--- src/rtl/aes_state_regs_shared_if.sv ---
// Control and data bundle of the shared byte-serial AES state register.
// The master drives the controls and the input byte; the slave returns the state view.
interface aes_state_regs_shared_if #(
  parameter int unsigned SHARES = 3
);
  logic                  EnxSI;
  logic                  ClearxSI;
  logic                  InvxSI;
  logic                  ShiftRowsxSI;
  logic                  MixColumnsxSI;
  logic [8*SHARES-1:0]   StateInxDI;
  logic [8*SHARES-1:0]   StateOutxDO;
  logic [3:0]            BytePtrxDO;
  logic                  ColStartxSO;
  logic                  MixErrxSO;

  modport master (
    output EnxSI, ClearxSI, InvxSI, ShiftRowsxSI, MixColumnsxSI, StateInxDI,
    input  StateOutxDO, BytePtrxDO, ColStartxSO, MixErrxSO
  );

  modport slave (
    input  EnxSI, ClearxSI, InvxSI, ShiftRowsxSI, MixColumnsxSI, StateInxDI,
    output StateOutxDO, BytePtrxDO, ColStartxSO, MixErrxSO
  );
endinterface

--- src/rtl/aes_state_regs_shared.sv ---
// Byte-serial, Boolean-masked AES state: 16-stage column-major chain per share with
// (Inv)ShiftRows and (Inv)MixColumns applied share-wise (both ops are linear).
module aes_state_regs_shared #(
  parameter int unsigned SHARES = 3
) (
  input logic                   ClkxCI,
  input logic                   RstxBI,
  aes_state_regs_shared_if.slave Bus
);

  typedef logic [3:0][7:0] colT;

  logic [SHARES-1:0][15:0][7:0] StatexDP, StatexDN;
  logic [3:0]                   BytePtrxDP, BytePtrxDN;
  logic                         MixErrxSP, MixErrxSN;
  colT  [SHARES-1:0]            MixColxD;
  logic [SHARES-1:0][7:0]       StateOutxD;
  logic                         ColStartxS, DoMixxS;

  function automatic logic [7:0] xtime(input logic [7:0] b);
    return {b[6:0], 1'b0} ^ (b[7] ? 8'h1b : 8'h00);
  endfunction

  // Row r of both circulant matrices takes coefficient n on column (r+n) mod 4.
  function automatic colT mixCol(input colT a, input logic inv);
    colT res, m1, m2, m3, m9, mb, md, me;
    logic [7:0] x2, x4, x8;
    for (int c = 0; c < 4; c++) begin
      x2    = xtime(a[c]);
      x4    = xtime(x2);
      x8    = xtime(x4);
      m1[c] = a[c];
      m2[c] = x2;
      m3[c] = x2 ^ a[c];
      m9[c] = x8 ^ a[c];
      mb[c] = x8 ^ x2 ^ a[c];
      md[c] = x8 ^ x4 ^ a[c];
      me[c] = x8 ^ x4 ^ x2;
    end
    for (int r = 0; r < 4; r++) begin
      res[r] = inv ? (me[r] ^ mb[(r + 1) % 4] ^ md[(r + 2) % 4] ^ m9[(r + 3) % 4])
                   : (m2[r] ^ m3[(r + 1) % 4] ^ m1[(r + 2) % 4] ^ m1[(r + 3) % 4]);
    end
    return res;
  endfunction

  assign ColStartxS = (BytePtrxDP[1:0] == 2'd0);
  // ShiftRows wins over MixColumns, and an off-boundary MixColumns degrades to a shift.
  assign DoMixxS    = Bus.MixColumnsxSI & ~Bus.ShiftRowsxSI & ColStartxS;

  always_comb begin
    MixColxD   = '0;
    StateOutxD = '0;
    for (int s = 0; s < SHARES; s++) begin
      MixColxD[s]   = mixCol(StatexDP[s][3:0], Bus.InvxSI);
      StateOutxD[s] = DoMixxS ? MixColxD[s][0] : StatexDP[s][0];
    end
  end

  always_comb begin
    StatexDN   = StatexDP;
    BytePtrxDN = BytePtrxDP;
    MixErrxSN  = MixErrxSP;
    if (Bus.EnxSI) begin
      if (Bus.ClearxSI) begin
        StatexDN   = '0;
        BytePtrxDN = '0;
        MixErrxSN  = 1'b0;
      end else if (Bus.ShiftRowsxSI) begin
        // Position of S(i,j) in the chain is i + 4j.
        for (int s = 0; s < SHARES; s++) begin
          for (int i = 0; i < 4; i++) begin
            for (int j = 0; j < 4; j++) begin
              StatexDN[s][i + 4 * j] = Bus.InvxSI ? StatexDP[s][i + 4 * ((j + 4 - i) % 4)]
                                                  : StatexDP[s][i + 4 * ((j + i) % 4)];
            end
          end
        end
      end else begin
        for (int s = 0; s < SHARES; s++) begin
          for (int k = 0; k < 15; k++) begin
            StatexDN[s][k] = StatexDP[s][k + 1];
          end
          StatexDN[s][15] = Bus.StateInxDI[8 * s +: 8];
          if (DoMixxS) begin
            StatexDN[s][0] = MixColxD[s][1];
            StatexDN[s][1] = MixColxD[s][2];
            StatexDN[s][2] = MixColxD[s][3];
          end
        end
        BytePtrxDN = BytePtrxDP + 4'd1;
        if (Bus.MixColumnsxSI && !ColStartxS) begin
          MixErrxSN = 1'b1;
        end
      end
    end
  end

  always_ff @(posedge ClkxCI or negedge RstxBI) begin
    if (!RstxBI) begin
      StatexDP   <= '0;
      BytePtrxDP <= '0;
      MixErrxSP  <= 1'b0;
    end else begin
      StatexDP   <= StatexDN;
      BytePtrxDP <= BytePtrxDN;
      MixErrxSP  <= MixErrxSN;
    end
  end

  assign Bus.StateOutxDO = StateOutxD;
  assign Bus.BytePtrxDO  = BytePtrxDP;
  assign Bus.ColStartxSO = ColStartxS;
  assign Bus.MixErrxSO   = MixErrxSP;

endmodule

--- src/flat_wrapper.sv ---
// flat-port wrapper written by rule: the top's interface ports become plain ports
module aes_state_regs_shared_flat 
#(
  parameter int unsigned SHARES = 3
)
  (ClkxCI, RstxBI, Bus_EnxSI, Bus_ClearxSI, Bus_InvxSI, Bus_ShiftRowsxSI, Bus_MixColumnsxSI, Bus_StateInxDI, Bus_StateOutxDO, Bus_BytePtrxDO, Bus_ColStartxSO, Bus_MixErrxSO);
  aes_state_regs_shared_if #(.SHARES(SHARES)) Bus_i ();
  input logic ClkxCI;
  input logic RstxBI;
  input wire logic [$bits(Bus_i.EnxSI)-1:0] Bus_EnxSI;
  input wire logic [$bits(Bus_i.ClearxSI)-1:0] Bus_ClearxSI;
  input wire logic [$bits(Bus_i.InvxSI)-1:0] Bus_InvxSI;
  input wire logic [$bits(Bus_i.ShiftRowsxSI)-1:0] Bus_ShiftRowsxSI;
  input wire logic [$bits(Bus_i.MixColumnsxSI)-1:0] Bus_MixColumnsxSI;
  input wire logic [$bits(Bus_i.StateInxDI)-1:0] Bus_StateInxDI;
  output wire logic [$bits(Bus_i.StateOutxDO)-1:0] Bus_StateOutxDO;
  output wire logic [$bits(Bus_i.BytePtrxDO)-1:0] Bus_BytePtrxDO;
  output wire logic [$bits(Bus_i.ColStartxSO)-1:0] Bus_ColStartxSO;
  output wire logic [$bits(Bus_i.MixErrxSO)-1:0] Bus_MixErrxSO;
  assign Bus_i.EnxSI = Bus_EnxSI;
  assign Bus_i.ClearxSI = Bus_ClearxSI;
  assign Bus_i.InvxSI = Bus_InvxSI;
  assign Bus_i.ShiftRowsxSI = Bus_ShiftRowsxSI;
  assign Bus_i.MixColumnsxSI = Bus_MixColumnsxSI;
  assign Bus_i.StateInxDI = Bus_StateInxDI;
  assign Bus_StateOutxDO = Bus_i.StateOutxDO;
  assign Bus_BytePtrxDO = Bus_i.BytePtrxDO;
  assign Bus_ColStartxSO = Bus_i.ColStartxSO;
  assign Bus_MixErrxSO = Bus_i.MixErrxSO;
  aes_state_regs_shared #(.SHARES(SHARES)) u_core (.ClkxCI(ClkxCI), .RstxBI(RstxBI), .Bus(Bus_i));
endmodule
--- config.mk ---
export PLATFORM = sky130hd
export DESIGN_NAME = aes_state_regs_shared_flat
export DESIGN_NICKNAME = d
export VERILOG_FILES = /design/src/rtl/aes_state_regs_shared_if.sv /design/src/rtl/aes_state_regs_shared.sv /design/src/flat_wrapper.sv
export SDC_FILE = /design/constraint.sdc
export NUM_CORES = 1
export LEC_CHECK = 0
export CORE_UTILIZATION = 30
export DETAILED_ROUTE_END_ITERATION = 12
export SLEW_MARGIN = 10
export SYNTH_ARGS = -nofsm -noshare
export SYNTH_HDL_FRONTEND = slang
export SYNTH_SLANG_ARGS = --single-unit
--- constraint.sdc ---
create_clock -name ClkxCI -period 5 [get_ports ClkxCI]
set_clock_uncertainty 0.05 [all_clocks]
set_input_delay 1.25 -clock ClkxCI [delete_from_list [all_inputs] [get_ports ClkxCI]]
set_output_delay 1.25 -clock ClkxCI [all_outputs]
set_load 0.01 [all_outputs]
Word level (Yosys, flattened, before mapping)
Index checks and enable logic that the tools add are counted.
{"block": "totals", "output_inout_bits": 30, "reg_bits": 389}
{"block": "classes", "n_eq_ne": 1, "bitwise": 195, "mux": 85, "addsub": 1, "n_reduce_logical": 6}
{"op": "bitwise XOR 8 bit", "count": 192}
{"op": "2-to-1 mux 384 bit", "count": 2}
{"op": "2-to-1 mux 8 bit", "count": 39}
{"op": "2-to-1 mux 5 bit", "count": 36}
{"op": "2-to-1 mux 24 bit", "count": 3}
{"op": "2-to-1 mux 4 bit", "count": 2}
{"op": "adder 4 x 1 -> 4 bit (second input constant)", "count": 1}
{"op": "2-to-1 mux 1 bit", "count": 3}
{"op": "AND reduction 3 bit", "count": 1}
{"op": "AND 1 bit", "count": 2}
{"op": "logical NOT 2 bit", "count": 1}
{"op": "!= test 2 bit (second input constant)", "count": 1}
{"op": "AND reduction 2 bit", "count": 1}
{"op": "nonzero test 2 bit", "count": 1}
{"op": "logical AND 1 bit", "count": 1}
{"op": "logical NOT 1 bit", "count": 1}
{"op": "inverter 1 bit", "count": 1}

Longest topological paths before layout
{"block": "logic_depth", "depth_word": 15, "mapped_depth": 9, "mapped_depth_nobuf": 8}

Least setup slack after synthesis
Ideal clock, no wire load.
{"block": "synth_path", "path_kind": "input port to output port", "from": "in Bus_InvxSI", "to": "out Bus_StateOutxDO[1]", "stages": 6, "slack_ns": 0.509, "arrival_time_ns": 3.191, "t_required_ns": 3.700, "n_path_buf": 4, "cell_sequence": "clkbuf_1 -> clkbuf_1 -> buf_1 -> clkbuf_1 -> mux2_2 -> o21ai_0"}
{"block": "synth_between", "elab_chain_len": 2}
{"element": "from (decl)", "line_no": "flat_wrapper.sv:12", "source": "input wire logic [$bits(Bus_i.InvxSI)-1:0] Bus_InvxSI;"}
{"element": "2-to-1 mux 8 bit", "line_no": "aes_state_regs_shared.sv:41", "source": "res[r] = inv ? (me[r] ^ mb[(r + 1) % 4] ^ md[(r + 2) % 4] ^ m9[(r + 3) % 4])"}
{"element": "2-to-1 mux 8 bit", "line_no": "aes_state_regs_shared.sv:56", "source": "StateOutxD[s] = DoMixxS ? MixColxD[s][0] : StatexDP[s][0];"}
{"element": "to (decl)", "line_no": "flat_wrapper.sv:16", "source": "output wire logic [$bits(Bus_i.StateOutxDO)-1:0] Bus_StateOutxDO;"}
Every way passes these cells.

Worst setup path in the final report
{"block": "layout_path", "from": "reg u_core.StatexDP[138] (netlist name)", "to": "out Bus_StateOutxDO[11]"}
{"block": "layout_between", "elab_chain_len": 8}
{"element": "from (decl)", "line_no": "aes_state_regs_shared.sv:13", "source": "logic [SHARES-1:0][15:0][7:0] StatexDP, StatexDN;"}
{"element": "from (signal assigned)", "line_no": "aes_state_regs_shared.sv:105", "source": "StatexDP <= StatexDN;"}
{"element": "bitwise XOR 8 bit (*)", "line_no": "aes_state_regs_shared.sv:21", "source": "return {b[6:0], 1'b0} ^ (b[7] ? 8'h1b : 8'h00);"}
{"element": "bitwise XOR 8 bit (2 in a row)", "line_no": "aes_state_regs_shared.sv:36", "source": "mb[c] = x8 ^ x2 ^ a[c];"}
{"element": "bitwise XOR 8 bit (3 in a row)", "line_no": "aes_state_regs_shared.sv:41"}
{"element": "2-to-1 mux 8 bit (*)", "line_no": "aes_state_regs_shared.sv:41"}
{"element": "2-to-1 mux 8 bit (*)", "line_no": "aes_state_regs_shared.sv:56"}
Every way passes the cells marked *; elsewhere a longest branch is shown, timed or not.

==> metrics.txt <==
outcome=finished clean; initial antenna violation count=3; area occupied by registers=9740 µm²; synthesized cell area=26700 µm²; Cells after Synth=2769; DIE WIDTH=between 300 and 400 µm; area grow syn2layout=11.4%; Post-Route WL=77.4 mm; multi-input logic area=around 15000 µm²; setup bufs post-CTS=0; cts bufs inserted=between 40 and 50; Cell variety after synth=59; final cycle utilization of the critical path=0.978; Worst Tran Pin Value=around 1.1 ns; Inst Count DP=about 3.8k; Synth top area share=0.365; max cap viols=0; final core utilization=0.340; drt wl/cell=~20 µm; crit start category=flip-flop; Final Hold Viols=0; met1 GRT Util=0.246; Clock Sinks=389; share of flip-flops with an asynchronous set or reset=1.00; total die area=90000 µm²; DP HPWL=just over 50 mm; CTS Buffer Depth=3; CP max FO=7; clock transition at the registers of the reported paths=0.06 ns; Peak supply drop=0.000356 V; Overflow after GRT=0; arrival time at the worst endpoint=between 3 and 4 ns; Ys Warns=0; vias in the first global route=a little under 20k; CP Class=flip-flop to output pin; Synth Flop Type=dfrtp_1; Max Fclk=0.205 GHz; Yosys reg bits=389; Rows=108; via count=20.1k; synth top area cells=dfrtp_1, xnor2_1, mux2i_1, xnor3_1, o21ai_0; grt met2 use=0.262; I/O pin count=61; NumNets Final=2702; fin cells=3856; port bufs=60; Detail Route Antenna Nets=0; initial drt markers=1791; layout cells sized above 1=0.0748; global-route wire length before repair=~120 mm; CP endpoint kind=output pin; CTS tree=yes; routability cong.=0.899; met3 Track Usage GR=0.0262; Syn Nets=around 2.8k; H-tree level count=2; slew margin rel.=0.264; final setup fails=0; Data required, critical path=roughly 3.7 ns; final worst hold slack=0.426 ns; Initial Util=0.305; largest net degree at the start of global routing=193; chip height=300 µm; EDFF count, synth=0; drt first pass iters=5; min cycle time layout=4.89 ns; GRT Util Overall=0.170; clk_lat worst skew=0.60 ns; Via density=about 5.2; # DRC=0; pwr dens=approximately 500 nW/µm²; top-count cell post-synth=dfrtp_1; global routing's busiest layer=met2; Pleak=between 10 and 15 nW; top post-synthesis cells by count=dfrtp_1, xnor2_1, nand2_1, o21ai_0, clkbuf_1; register area share after synthesis=0.365; Core ar.=87400 µm²; number of diodes=0; HP Class=flip-flop to flip-flop; CTS Root Cell=clkbuf_16; Avg Cell Area, Syn=about 9.6 µm²; leading area contributor after synthesis=dfrtp_1; number of fillers in the final layout=8814; Slew Limit Fails=0
per-layer routing:
layer	vias up	wire length (µm)
met5	-	0
met4	0	1810
met3	94	4450
met2	556	34600
met1	10056	36500
li1	9430	-
per-stage QoR:
| stage | cell area [µm²] | worst slack (ns) | setup TNS (ns) | power (mW) |
|---|---|---|---|---|
| after floorplan | 26700 | 0.509 | 0 | 9.74 |
| after global placement | 28200 | 0.315 | 0 | 11.5 |
| after detailed placement | 28200 | 0.350 | 0 | 11.5 |
| after CTS | 29700 | 0.0343 | 0 | 14.8 |
| after global routing | 29700 | -0.000457 | -0.000457 | 15.6 |
| final | 29700 | 0.111 | 0 | 14.8 |
worst max-delay path, cell delays in order (launching register included):
cell and delay [ns]:
dfrtp_1 0.52, xnor2_2 0.37, xnor3_1 0.50, xnor2_1 0.21
xnor2_1 0.17, a21oi_1 0.11, xnor2_1 0.13, o21ai_1 0.37
clkdlybuf4s50_1 0.62
final cells by class:
| class | instances | share of cell area |
|---|---|---|
| clock buffer | 62 | 0.0420 |
| sequential | 389 | 0.328 |
| multi-input combinational | 1988 | 0.516 |
| inverter | 103 | 0.0132 |
| timing repair buffer | 143 | 0.0454 |
| clock inverter | 16 | 0.00632 |
| tap | 1155 | 0.0486 |
path summary, 6_finish.rpt:
path / startpoint / end / slack [ns] / depth (start not counted)
worst max-delay path: u_core.StatexDP[138] / Bus_StateOutxDO[11] / 0.11 / 8
worst min-delay path: u_core.StatexDP[324] / u_core.StatexDP[324] / 0.43 / 2
worst max register to register: u_core.Bus.BytePtrxDO[0] / u_core.StatexDP[139] / 2.01 / 8
worst min register to register: u_core.StatexDP[324] / u_core.StatexDP[324] / 0.43 / 2
max in group asynchronous: RstxBI / u_core.StatexDP[278] / 3.20 / 2
min in group asynchronous: RstxBI / u_core.StatexDP[74] / 0.66 / 1
cells in the final DEF (no fill, tap or decap), drive strengths merged, types with 12 or more instances in the layout:
cell	count
a211oi	14
a21oi	85
a221o	12
a22o	64
buf	87
clkbuf	62
clkdlybuf4s50	56
dfrtp	389
inv	105
mux2i	184
nand2	305
nor2	96
o211ai	90
o21ai	256
o221ai	19
o22ai	91
o2bb2ai	118
xnor2	398
xnor3	68
xor2	99
xor3	14
flip-flops by register name, summed over array words and instances, names as in the netlist:
register	cells
u_core.Bus.BytePtrxDO	4
u_core.Bus.MixErrxSO	1
u_core.StatexDP	384
repair_timing:
action	in CTS	in global routing
setup endpoints to repair	2	5
gates resized for setup	2	9
hold buffers	0	0
where the power goes:
group	total (mW)	leakage (nW)	switching [mW]	internal (mW)
logic	7.57	6.47	3.64	3.93
clock network	3.30	0.710	1.39	1.90
registers	3.92	5.24	0.493	3.43
cells by family after synthesis:
family,after synthesis,share of synthesized area
adders and majority gates,2,0.000939
and+or+nand+nor,430,0.0629
DFF,389,0.365
AOI/OAI and AO/OA,788,0.197
xor gates and xnor gates,579,0.241
buffers and inverters,392,0.0618
muxes,189,0.0712
Power figures use the tool's default switching activity.
